[src/rtl/load_store_fns_pkg.sv]
// rtl/load_store_fns_pkg.sv - load/store funct3 encodings shared by the core
package LOAD_STORE_FNS;

    typedef enum logic [2:0] {
        BYTE   = 3'b000,
        HALF   = 3'b001,
        WORD   = 3'b010,
        BYTE_U = 3'b100,
        HALF_U = 3'b101
    } funct3_t;

endpackage

[src/rtl/lsu_pkg.sv]
// rtl/lsu_pkg.sv - lsu_ctrl state/error types and command legality check
package lsu_pkg;
    import LOAD_STORE_FNS::*;

    typedef enum logic [1:0] {IDLE, REQ, WAIT, RESP} lsu_state_t;

    typedef enum logic [1:0] {
        ERR_OK         = 2'd0,
        ERR_MISALIGNED = 2'd1,
        ERR_ILLEGAL    = 2'd2,
        ERR_TIMEOUT    = 2'd3
    } lsu_err_t;

    // Illegal encodings are checked after alignment so they override it.
    function automatic lsu_err_t lsu_check(input logic we, input funct3_t funct3,
                                           input logic [1:0] offset);
        lsu_err_t err;
        case (funct3)
            BYTE, BYTE_U: err = ERR_OK;
            HALF, HALF_U: err = offset[0] ? ERR_MISALIGNED : ERR_OK;
            WORD:         err = (offset != 2'b00) ? ERR_MISALIGNED : ERR_OK;
            default:      err = ERR_ILLEGAL;
        endcase
        if (we && (funct3 == BYTE_U || funct3 == HALF_U)) begin
            err = ERR_ILLEGAL;
        end
        return err;
    endfunction

endpackage

[src/rtl/lsu_align.sv]
// rtl/lsu_align.sv - byte-lane steering for stores and load extraction/extension
module lsu_align
    import LOAD_STORE_FNS::*;
(
    input  logic [2:0]  st_funct3,
    input  logic [1:0]  st_offset,
    input  logic [31:0] st_wdata,
    output logic [31:0] st_mem_wdata,
    output logic [3:0]  st_mem_be,
    input  logic [2:0]  ld_funct3,
    input  logic [1:0]  ld_offset,
    input  logic [31:0] ld_rdata,
    output logic [31:0] ld_data
);

    logic [31:0] shifted;

    always_comb begin
        st_mem_wdata = st_wdata;
        st_mem_be    = 4'b0000;
        case (funct3_t'(st_funct3))
            BYTE, BYTE_U: begin
                st_mem_wdata = {4{st_wdata[7:0]}};
                st_mem_be    = 4'b0001 << st_offset;
            end
            HALF, HALF_U: begin
                st_mem_wdata = {2{st_wdata[15:0]}};
                st_mem_be    = 4'b0011 << st_offset;
            end
            WORD: begin
                st_mem_wdata = st_wdata;
                st_mem_be    = 4'b1111;
            end
            default: begin
                st_mem_wdata = st_wdata;
                st_mem_be    = 4'b0000;
            end
        endcase
    end

    always_comb begin
        shifted = ld_rdata >> {ld_offset, 3'b000};
        case (funct3_t'(ld_funct3))
            BYTE:    ld_data = {{24{shifted[7]}}, shifted[7:0]};
            HALF:    ld_data = {{16{shifted[15]}}, shifted[15:0]};
            WORD:    ld_data = shifted;
            BYTE_U:  ld_data = {24'd0, shifted[7:0]};
            HALF_U:  ld_data = {16'd0, shifted[15:0]};
            default: ld_data = 32'd0;
        endcase
    end

endmodule

[src/rtl/lsu_ctrl.sv]
// rtl/lsu_ctrl.sv - load/store sequencer between execute stage and data-memory port
module lsu_ctrl
    import LOAD_STORE_FNS::*;
    import lsu_pkg::*;
#(
    parameter int TIMEOUT_CYCLES = 64,
    parameter int TO_W           = 8
) (
    input  logic        clk,
    input  logic        rst,
    input  logic        req_valid,
    output logic        req_ready,
    input  logic        req_we,
    input  logic [2:0]  req_funct3,
    input  logic [31:0] req_addr,
    input  logic [31:0] req_wdata,
    output logic        resp_valid,
    output logic [31:0] resp_rdata,
    output logic [1:0]  resp_err,
    output logic        mem_req_valid,
    input  logic        mem_req_ready,
    output logic        mem_we,
    output logic [31:0] mem_addr,
    output logic [31:0] mem_wdata,
    output logic [3:0]  mem_be,
    input  logic        mem_rvalid,
    input  logic [31:0] mem_rdata
);

    localparam bit             WD_EN   = (TIMEOUT_CYCLES != 0);
    localparam logic [TO_W-1:0] WD_LAST = TO_W'((TIMEOUT_CYCLES > 0) ? TIMEOUT_CYCLES - 1 : 0);

    lsu_state_t      state;
    logic            we_q;
    logic [2:0]      funct3_q;
    logic [1:0]      offset_q;
    logic [TO_W-1:0] wd;
    lsu_err_t        chk_err;
    logic [31:0]     st_wdata;
    logic [3:0]      st_be;
    logic [31:0]     ld_data;

    assign req_ready = (state == IDLE) && !rst;
    assign chk_err   = lsu_check(req_we, funct3_t'(req_funct3), req_addr[1:0]);

    lsu_align u_align (
        .st_funct3    (req_funct3),
        .st_offset    (req_addr[1:0]),
        .st_wdata     (req_wdata),
        .st_mem_wdata (st_wdata),
        .st_mem_be    (st_be),
        .ld_funct3    (funct3_q),
        .ld_offset    (offset_q),
        .ld_rdata     (mem_rdata),
        .ld_data      (ld_data)
    );

    always_ff @(posedge clk) begin
        if (rst) begin
            state         <= IDLE;
            we_q          <= 1'b0;
            funct3_q      <= 3'd0;
            offset_q      <= 2'd0;
            wd            <= '0;
            resp_valid    <= 1'b0;
            resp_rdata    <= 32'd0;
            resp_err      <= ERR_OK;
            mem_req_valid <= 1'b0;
            mem_we        <= 1'b0;
            mem_addr      <= 32'd0;
            mem_wdata     <= 32'd0;
            mem_be        <= 4'd0;
        end else begin
            resp_valid <= 1'b0;
            case (state)
                IDLE: begin
                    if (req_valid) begin
                        we_q     <= req_we;
                        funct3_q <= req_funct3;
                        offset_q <= req_addr[1:0];
                        if (chk_err != ERR_OK) begin
                            resp_valid <= 1'b1;
                            resp_err   <= chk_err;
                            resp_rdata <= 32'd0;
                            state      <= RESP;
                        end else begin
                            mem_req_valid <= 1'b1;
                            mem_we        <= req_we;
                            mem_addr      <= {req_addr[31:2], 2'b00};
                            mem_wdata     <= st_wdata;
                            mem_be        <= req_we ? st_be : 4'b0000;
                            state         <= REQ;
                        end
                    end
                end
                REQ: begin
                    if (mem_req_ready) begin
                        mem_req_valid <= 1'b0;
                        wd            <= '0;
                        state         <= WAIT;
                    end
                end
                WAIT: begin
                    // A completion arriving on the final watchdog cycle still counts.
                    if (mem_rvalid) begin
                        resp_valid <= 1'b1;
                        resp_err   <= ERR_OK;
                        resp_rdata <= we_q ? 32'd0 : ld_data;
                        state      <= RESP;
                    end else if (WD_EN && wd == WD_LAST) begin
                        resp_valid <= 1'b1;
                        resp_err   <= ERR_TIMEOUT;
                        resp_rdata <= 32'd0;
                        state      <= RESP;
                    end else begin
                        wd <= wd + TO_W'(1);
                    end
                end
                RESP: begin
                    state <= IDLE;
                end
                default: begin
                    state <= IDLE;
                end
            endcase
        end
    end

endmodule

[config.mk]
export PLATFORM = sky130hd
export DESIGN_NAME = lsu_ctrl
export DESIGN_NICKNAME = d
export VERILOG_FILES = /design/src/rtl/load_store_fns_pkg.sv /design/src/rtl/lsu_pkg.sv /design/src/rtl/lsu_align.sv /design/src/rtl/lsu_ctrl.sv
export SDC_FILE = /design/constraint.sdc
export NUM_CORES = 1
export LEC_CHECK = 0
export BUFFER_PORTS_ARGS = -buffer_cell sky130_fd_sc_hd__buf_2
export CAP_MARGIN = 20
export CORE_AREA = 2 2 105 107
export DETAILED_ROUTE_END_ITERATION = 6
export DIE_AREA = 0 0 107 109
export PLACE_DENSITY = 0.84
export SETUP_SLACK_MARGIN = 0.4
export SKIP_LAST_GASP = 1
export SYNTH_ARGS = -nofsm -noshare
export SYNTH_HDL_FRONTEND = slang
export SYNTH_SLANG_ARGS = --single-unit
[constraint.sdc]
create_clock -name clk -period 4.8 [get_ports clk]
set_clock_uncertainty 0.1 [all_clocks]
set_input_delay 0.24 -clock clk [delete_from_list [all_inputs] [get_ports clk]]
set_output_delay 0.24 -clock clk [all_outputs]
set_load 0.02 [all_outputs]
==> results of run 1 <==
## power by group
group	switching [mW]	leakage (nW)	internal, mW
logic	0.532	2.12	0.301
clock network	0.446	0.292	0.828
registers	0.0798	0.964	1.08
total	1.06	3.37	2.21
## worst max-delay path: stages
cell and delay [ps]:
dlygate4sd3_1 540, buf_2 170, nor4_1 670, nor2_1 230, nor2_4 440, buf_4 580, nor2_1 80, a311oi_1 280
dlygate4sd3_1 600
## metal layers
layer | track usage | share of wire
met2 | 0.525 | 0.48
met4 | 0.150 | 0.039
met1 | 0.377 | 0.38
met5 | 0 | 0
met3 | 0.0944 | 0.10
## synthesized netlist by cell type, drive strengths merged, types with 2 or more instances
cell type / count / area share
a211oi: 16 / 0.022
dfxtp: 119 / 0.44
and2: 2 / 0.0023
a21o: 9 / 0.012
inv: 6 / 0.0042
nor2: 30 / 0.021
mux2: 5 / 0.010
o31ai: 3 / 0.0042
nand4: 4 / 0.0046
and3: 3 / 0.0035
ha: 4 / 0.0093
a311oi: 8 / 0.013
nand3b: 3 / 0.0042
nand2b: 2 / 0.0023
a31o: 9 / 0.015
clkbuf: 31 / 0.022
or2: 2 / 0.0023
a221o: 2 / 0.0037
o21ai: 38 / 0.035
a2111oi: 7 / 0.011
a21oi: 87 / 0.081
buf: 25 / 0.027
nor2b: 11 / 0.013
nor4: 2 / 0.0023
a221oi: 11 / 0.019
xnor2: 6 / 0.0097
nand3: 14 / 0.013
mux2i: 25 / 0.046
nor3: 4 / 0.0037
o2bb2ai: 8 / 0.013
nand2: 161 / 0.11
## flip-flops by register name, indices dropped and copies added (netlist names)
name,flops
offset_q,2
state,2
we_q,1
mem_addr,30
funct3_q,3
mem_be,4
mem_wdata,32
resp_valid,1
resp_err,2
mem_we,1
wd,8
mem_req_valid,1
resp_rdata,32
## metrics by stage
| stage | power [mW] | util | hold WS, ps | instance area [um^2] | std cells |
|---|---|---|---|---|---|
| 2_1_floorplan | 1.71 | - | 276 | 5410 | 670 |
| 3_3_place_gp | 1.92 | 0.606 | 333 | 6420 | 967 |
| 3_5_place_dp | 1.93 | 0.606 | 339 | 6420 | 967 |
| 4_1_cts | 3.24 | 0.726 | 3.05 | 7700 | 1068 |
| 5_1_grt | 3.41 | 0.727 | 35.6 | 7710 | 1069 |
| 6_report | 3.27 | 0.727 | 29.3 | 7710 | 1069 |
## cell type report
cell class	instances	area, um^2
clock buffer	23	467
clock inverter	9	123
fill	739	2900
inverter	7	26.3
multi-input combinational	488	2760
sequential	119	2380
tap	140	175
timing repair buffer	283	1770
## kinds of logic (layout without fill, tap and decap cells)
logic type | Yosys count | in the layout | synth area share
buffers and inverters | 63 | 322 | 0.0534
multiplexers | 30 | 30 | 0.0567
other | 1 | 2 | 0.000693
adder cells (fa/ha/maj) | 4 | 4 | 0.00926
XOR/XNOR | 6 | 6 | 0.00972
flip-flops | 119 | 119 | 0.441
AO/OA/AOI/OAI | 204 | 204 | 0.238
AND/OR/NAND/NOR | 242 | 242 | 0.192
## path summary, 6_finish.rpt
| kind | slack (ps) | startpoint | end | depth (start not counted) |
|---|---|---|---|---|
| worst max-delay path | 1300 | req_addr[0] | mem_wdata[15]$_SDFFE_PP0P_ | 9 |
| worst min-delay path | 30 | req_wdata[31] | mem_wdata[31]$_SDFFE_PP0P_ | 5 |
| worst max register to register | 1600 | state[0]$_SDFFE_PP0P_ | mem_wdata[15]$_SDFFE_PP0P_ | 8 |
| worst min register to register | 350 | resp_err[0]$_SDFFE_PP0P_ | resp_err[0]$_SDFFE_PP0P_ | 2 |
## what timing repair did
| item | in CTS | in global routing |
|---|---|---|
| hold buffers | 69 | 0 |
| gates resized for setup | 0 | 0 |
| hold endpoints to repair | 73 | 0 |
==> metrics, run 1 <==
critical path type in2reg; number of global-route vias before repair 5826; Final Cycle Share 0.730; Starting Density 0.510; fin nets 1025; CP endpoint kind flip-flop; antenna-violating nets left 0; Slew HR 0.294; First DRT Iteration DRCs 475; HP Class in2reg; layout cells sized above 1 0.282; Max VDD drop 0.315 mV; number of synthesized flops with an enable pin 0; Top FF cell, synth dfxtp_1; pwr/cell area 424 nW/um^2; Final Hold Fails 0; YS warnings 0; Max Cap Violations 0; Setup TNS Final 0 ps; First-pass DRT Iterations 5; pin count of the biggest net entering global routing 85; Pleak 3.37 nW; CTS Buffer Depth 2; Worst Path Arrival 3860 ps; die area 11700 um^2; Die Ht 109 um; Clock Sinks 119; status complete, no violations; FMAX 286 MHz; routability cong. 0.842; kind of start point of the critical path primary input; crit path max fanout 61; DIE WIDTH 107 um; number of CTS-inserted buffers 17; final slew viol count 0; postcts setup bufs 0; CP required 5160 ps; I/O Pins 211; Via Count 6052; Place WS 1770 ps; Final min period 3500 ps; GRT Resource Usage Total 0.317; distinct cell type count after synthesis 48; ant diodes 0; # rows 38; Vias/cell 5.66; wire per inst 17.4 um; H-tree Lvls 4; Seq/Total Area, Yosys 0.441; drt drc 0; Yosys reg bits 119; ys async rst share 0; Post-Synthesis Cell Area 5410 um^2; first-pass GRT wire length 29.0 mm; RSZ-0062 raised after global routing false; Worst-Skew Late Latency 520 ps; hpwl dp 10.7 mm; initial antenna violation count 0; CTS tree yes; Area Growth Syn to Fin 42.5%; most frequent cells in the layout 208 x buf_2, 161 x nand2_1, 119 x dfxtp_1; commonest non-fill, non-tap cell in the layout buf_2; DRT Wirelength 18.6 mm; Synth Instances 669; global route overflow 0; PnR worst setup slack 1300 ps; clock transition at the registers of the reported paths 50 ps; setup violators final 0; Placeable Area 10600 um^2; Least-Margin Pin Slew 1060 ps; Root Buffer clkbuf_8; count of input and output buffers 208; Mean Syn Cell Area 8.08 um^2
Note: power is estimated with default switching activity, not from simulation.
==> inputs of run 2 (changes only) <==
ABC_AREA = 1   (was not set)
CORE_AREA = 2 2 119 121   (was 2 2 105 107)
DIE_AREA = 0 0 121 123   (was 0 0 107 109)
PLACE_DENSITY = 0.75   (was 0.84)
clock period = 3.2 ns   (was 4.8 ns; I/O delays follow)
==> metrics, run 2 <==
status complete, no violations; HP Class in2reg; Worst-Skew Late Latency 420 ps (-100 ps); CP endpoint kind flip-flop; Post-Synth XOR/XNOR Area 0 (-0.00972); clock transition at the registers of the reported paths 50 ps (about the same); fin nets 1285 (+25%); DRT Wirelength 18.9 mm (+1.5%); Mean Syn Cell Area 6.34 um^2 (-22%); Final Hold Fails 0 (unchanged); Die Ht 123 um (+13%); slowest stage delay, CP 530 ps (-140 ps); layout cells sized above 1 0.225 (-0.0566); routability cong. 0.892 (+6.0%); distinct cell type count after synthesis 29 (-40%); YS warnings 0 (unchanged); Slew HR 0.350 (+0.0554); commonest cells in the netlist 285 x nand2_1, 199 x nor2_1, 119 x dfxtp_1; first-pass GRT wire length 29.2 mm (+0.57%); GRT Resource Usage Total 0.250 (-0.0668); adder and majority gate portion of the synthesized area 0.00840 (-0.000852); area leader, netlist dfxtp_1; kind of start point of the critical path primary input; number of CTS-inserted buffers 17 (unchanged); CTS tree yes; CP cell instances dlygate4sd3_1, buf_2, inv_2, nand3_2, nand2_2, nand3_2, nor2_4, nand2_2, buf_4, nor2_1, nor2_1; # resized after CTS 0 (unchanged); most frequent cell after synthesis nand2_1; FMAX 440 MHz; Synth Instances 940 (+41%); H-tree Lvls 4 (unchanged); most frequent cells in the layout 284 x nand2_1, 208 x buf_2, 199 x nor2_1; Yosys reg bits 119 (unchanged); ys async rst share 0 (unchanged); Via Count 6847 (+13%); setup violators final 0 (unchanged); number of global-route vias before repair 6088 (+4.5%); pin count of the biggest net entering global routing 68 (-20%); CP required 3400 ps (-1760 ps); wire per inst 13.8 um (-21%); layout filler cell count 1282 (+73%); Placeable Area 13600 um^2 (+28%); DIE WIDTH 121 um (+13%); number of synthesized flops with an enable pin 0 (unchanged); antenna-violating nets left 0 (unchanged); Pwr Total 6.85 mW (+110%); postcts setup bufs 0 (unchanged); crit path max fanout 32 (-48%); Clock Sinks 119 (unchanged); Setup TNS Final 0 ps (unchanged); drt drc 0 (unchanged); area of the multi-input gates 3020 um^2 (+9.6%); Starting Density 0.438 (-0.0725); ant diodes 0 (unchanged); # rows 43 (+13%); Seq/Total Area, Yosys 0.400 (-0.0405); final slew viol count 0 (unchanged); hpwl dp 12.5 mm (+18%); count of input and output buffers 208 (unchanged); Synth Area in Simple Gates 0.381 (+0.189); critical path type in2reg; Largest regs mem_wdata: 32 flops, resp_rdata: 32 flops, mem_addr: 30 flops; Max VDD drop 0.424 mV (+35%); Final min period 2270 ps; Least-Margin Pin Slew 972 ps (-85.2 ps); Root Buffer clkbuf_16; die area 14900 um^2 (+28%); Post-Synthesis Cell Area 5960 um^2 (+10%); Final Cycle Share 0.711; Pleak 4.29 nW (+27%); main combinational cell family by area after synthesis simple AND/OR/NAND/NOR gates; Vias/cell 5.00 (-12%); global route overflow 0 (unchanged); Max Cap Violations 0 (unchanged); First DRT Iteration DRCs 482 (+1.5%); Area contributors post-synth dfxtp_1 40%, nand2_1 18%, nor2_1 13%; CTS Buffer Depth 2 (unchanged); Slowest-stage cell, CP dlygate4sd3_1; area share of the largest cell type after synthesis 0.400 (-0.0405); First-pass DRT Iterations 5 (unchanged); Synth Area in Compound Gates 0.117 (-0.121); Worst Path Arrival 2480 ps (-1380 ps); commonest non-fill, non-tap cell in the layout nand2_1; RSZ-0062 raised after global routing false; Sequential Area 2380 um^2 (unchanged); I/O Pins 211 (unchanged); mux contribution to synthesized area 0 (-0.0567); initial antenna violation count 0 (unchanged); pwr/cell area 846 nW/um^2 (+100%); Top FF cell, synth dfxtp_1; Area Growth Syn to Fin 36.0%
-- run 2: repair_timing --
action | CTS | global route
hold buffers | 52 | 0
endpoints found under the setup margin | 0 | 0
endpoints found under the hold margin | 52 | 0
-- run 2: final timing paths --
| path | from | slack, ps | endpoint | cells past startpoint |
|---|---|---|---|---|
| min reg2reg | wd[5]$_SDFFE_PP0P_ | 360 | wd[5]$_SDFFE_PP0P_ | 2 |
| min | mem_rdata[5] | 10 | resp_rdata[5]$_SDFFE_PP0P_ | 5 |
| max | req_funct3[0] | 930 | mem_addr[2]$_SDFFE_PP0P_ | 11 |
| max reg2reg | state[0]$_SDFFE_PP0P_ | 1000 | resp_rdata[31]$_SDFFE_PP0P_ | 11 |
-- run 2: cell type report --
| class | count | share of cell area |
|---|---|---|
| Inverter | 70 | 0.0324 |
| Clock buffer | 25 | 0.0599 |
| Sequential cell | 119 | 0.294 |
| Tap cell | 180 | 0.0278 |
| Timing Repair Buffer | 269 | 0.201 |
| Clock inverter | 7 | 0.0116 |
| Multi-Input combinational cell | 699 | 0.373 |
-- run 2: worst max-delay path, delay by kind of cell --
kind	cells	cell delay, ps
simple gates	7	1170
buf+inv	4	1140
-- run 2: layer usage --
metal	vias up	GRT usage	wire (um)
li1	3425	-	-
met1	3056	0.299	7980
met2	320	0.411	8710
met3	46	0.0821	1700
met4	0	0.106	529
met5	-	0	0
-- run 2: power breakdown --
group | switching (mW) | internal (mW)
logic | 1.94 | 0.942
clock network | 0.670 | 1.21
registers | 0.221 | 1.88
total | 2.83 | 4.03
-- run 2: stage by stage --
step / hold WS (ps) / std cells / instance area, um^2 / util / setup WS, ps
2_1_floorplan: 195 / 941 / 5960 / - / 1470
3_3_place_gp: 279 / 1285 / 7000 / 0.514 / 874
3_5_place_dp: 289 / 1285 / 7000 / 0.514 / 832
4_1_cts: 0.305 / 1369 / 8100 / 0.595 / 957
5_1_grt: 32.1 / 1369 / 8100 / 0.595 / 741
6_report: 11.4 / 1369 / 8100 / 0.595 / 925
-- run 2: cell families (layout without fill, tap and decap cells) --
group,count (synthesis),count (layout)
and+or+nand+nor,565,565
adders and majority gates,4,4
AOI/OAI and AO/OA,128,128
DFF,119,119
other,1,2
buffers and inverters,123,371
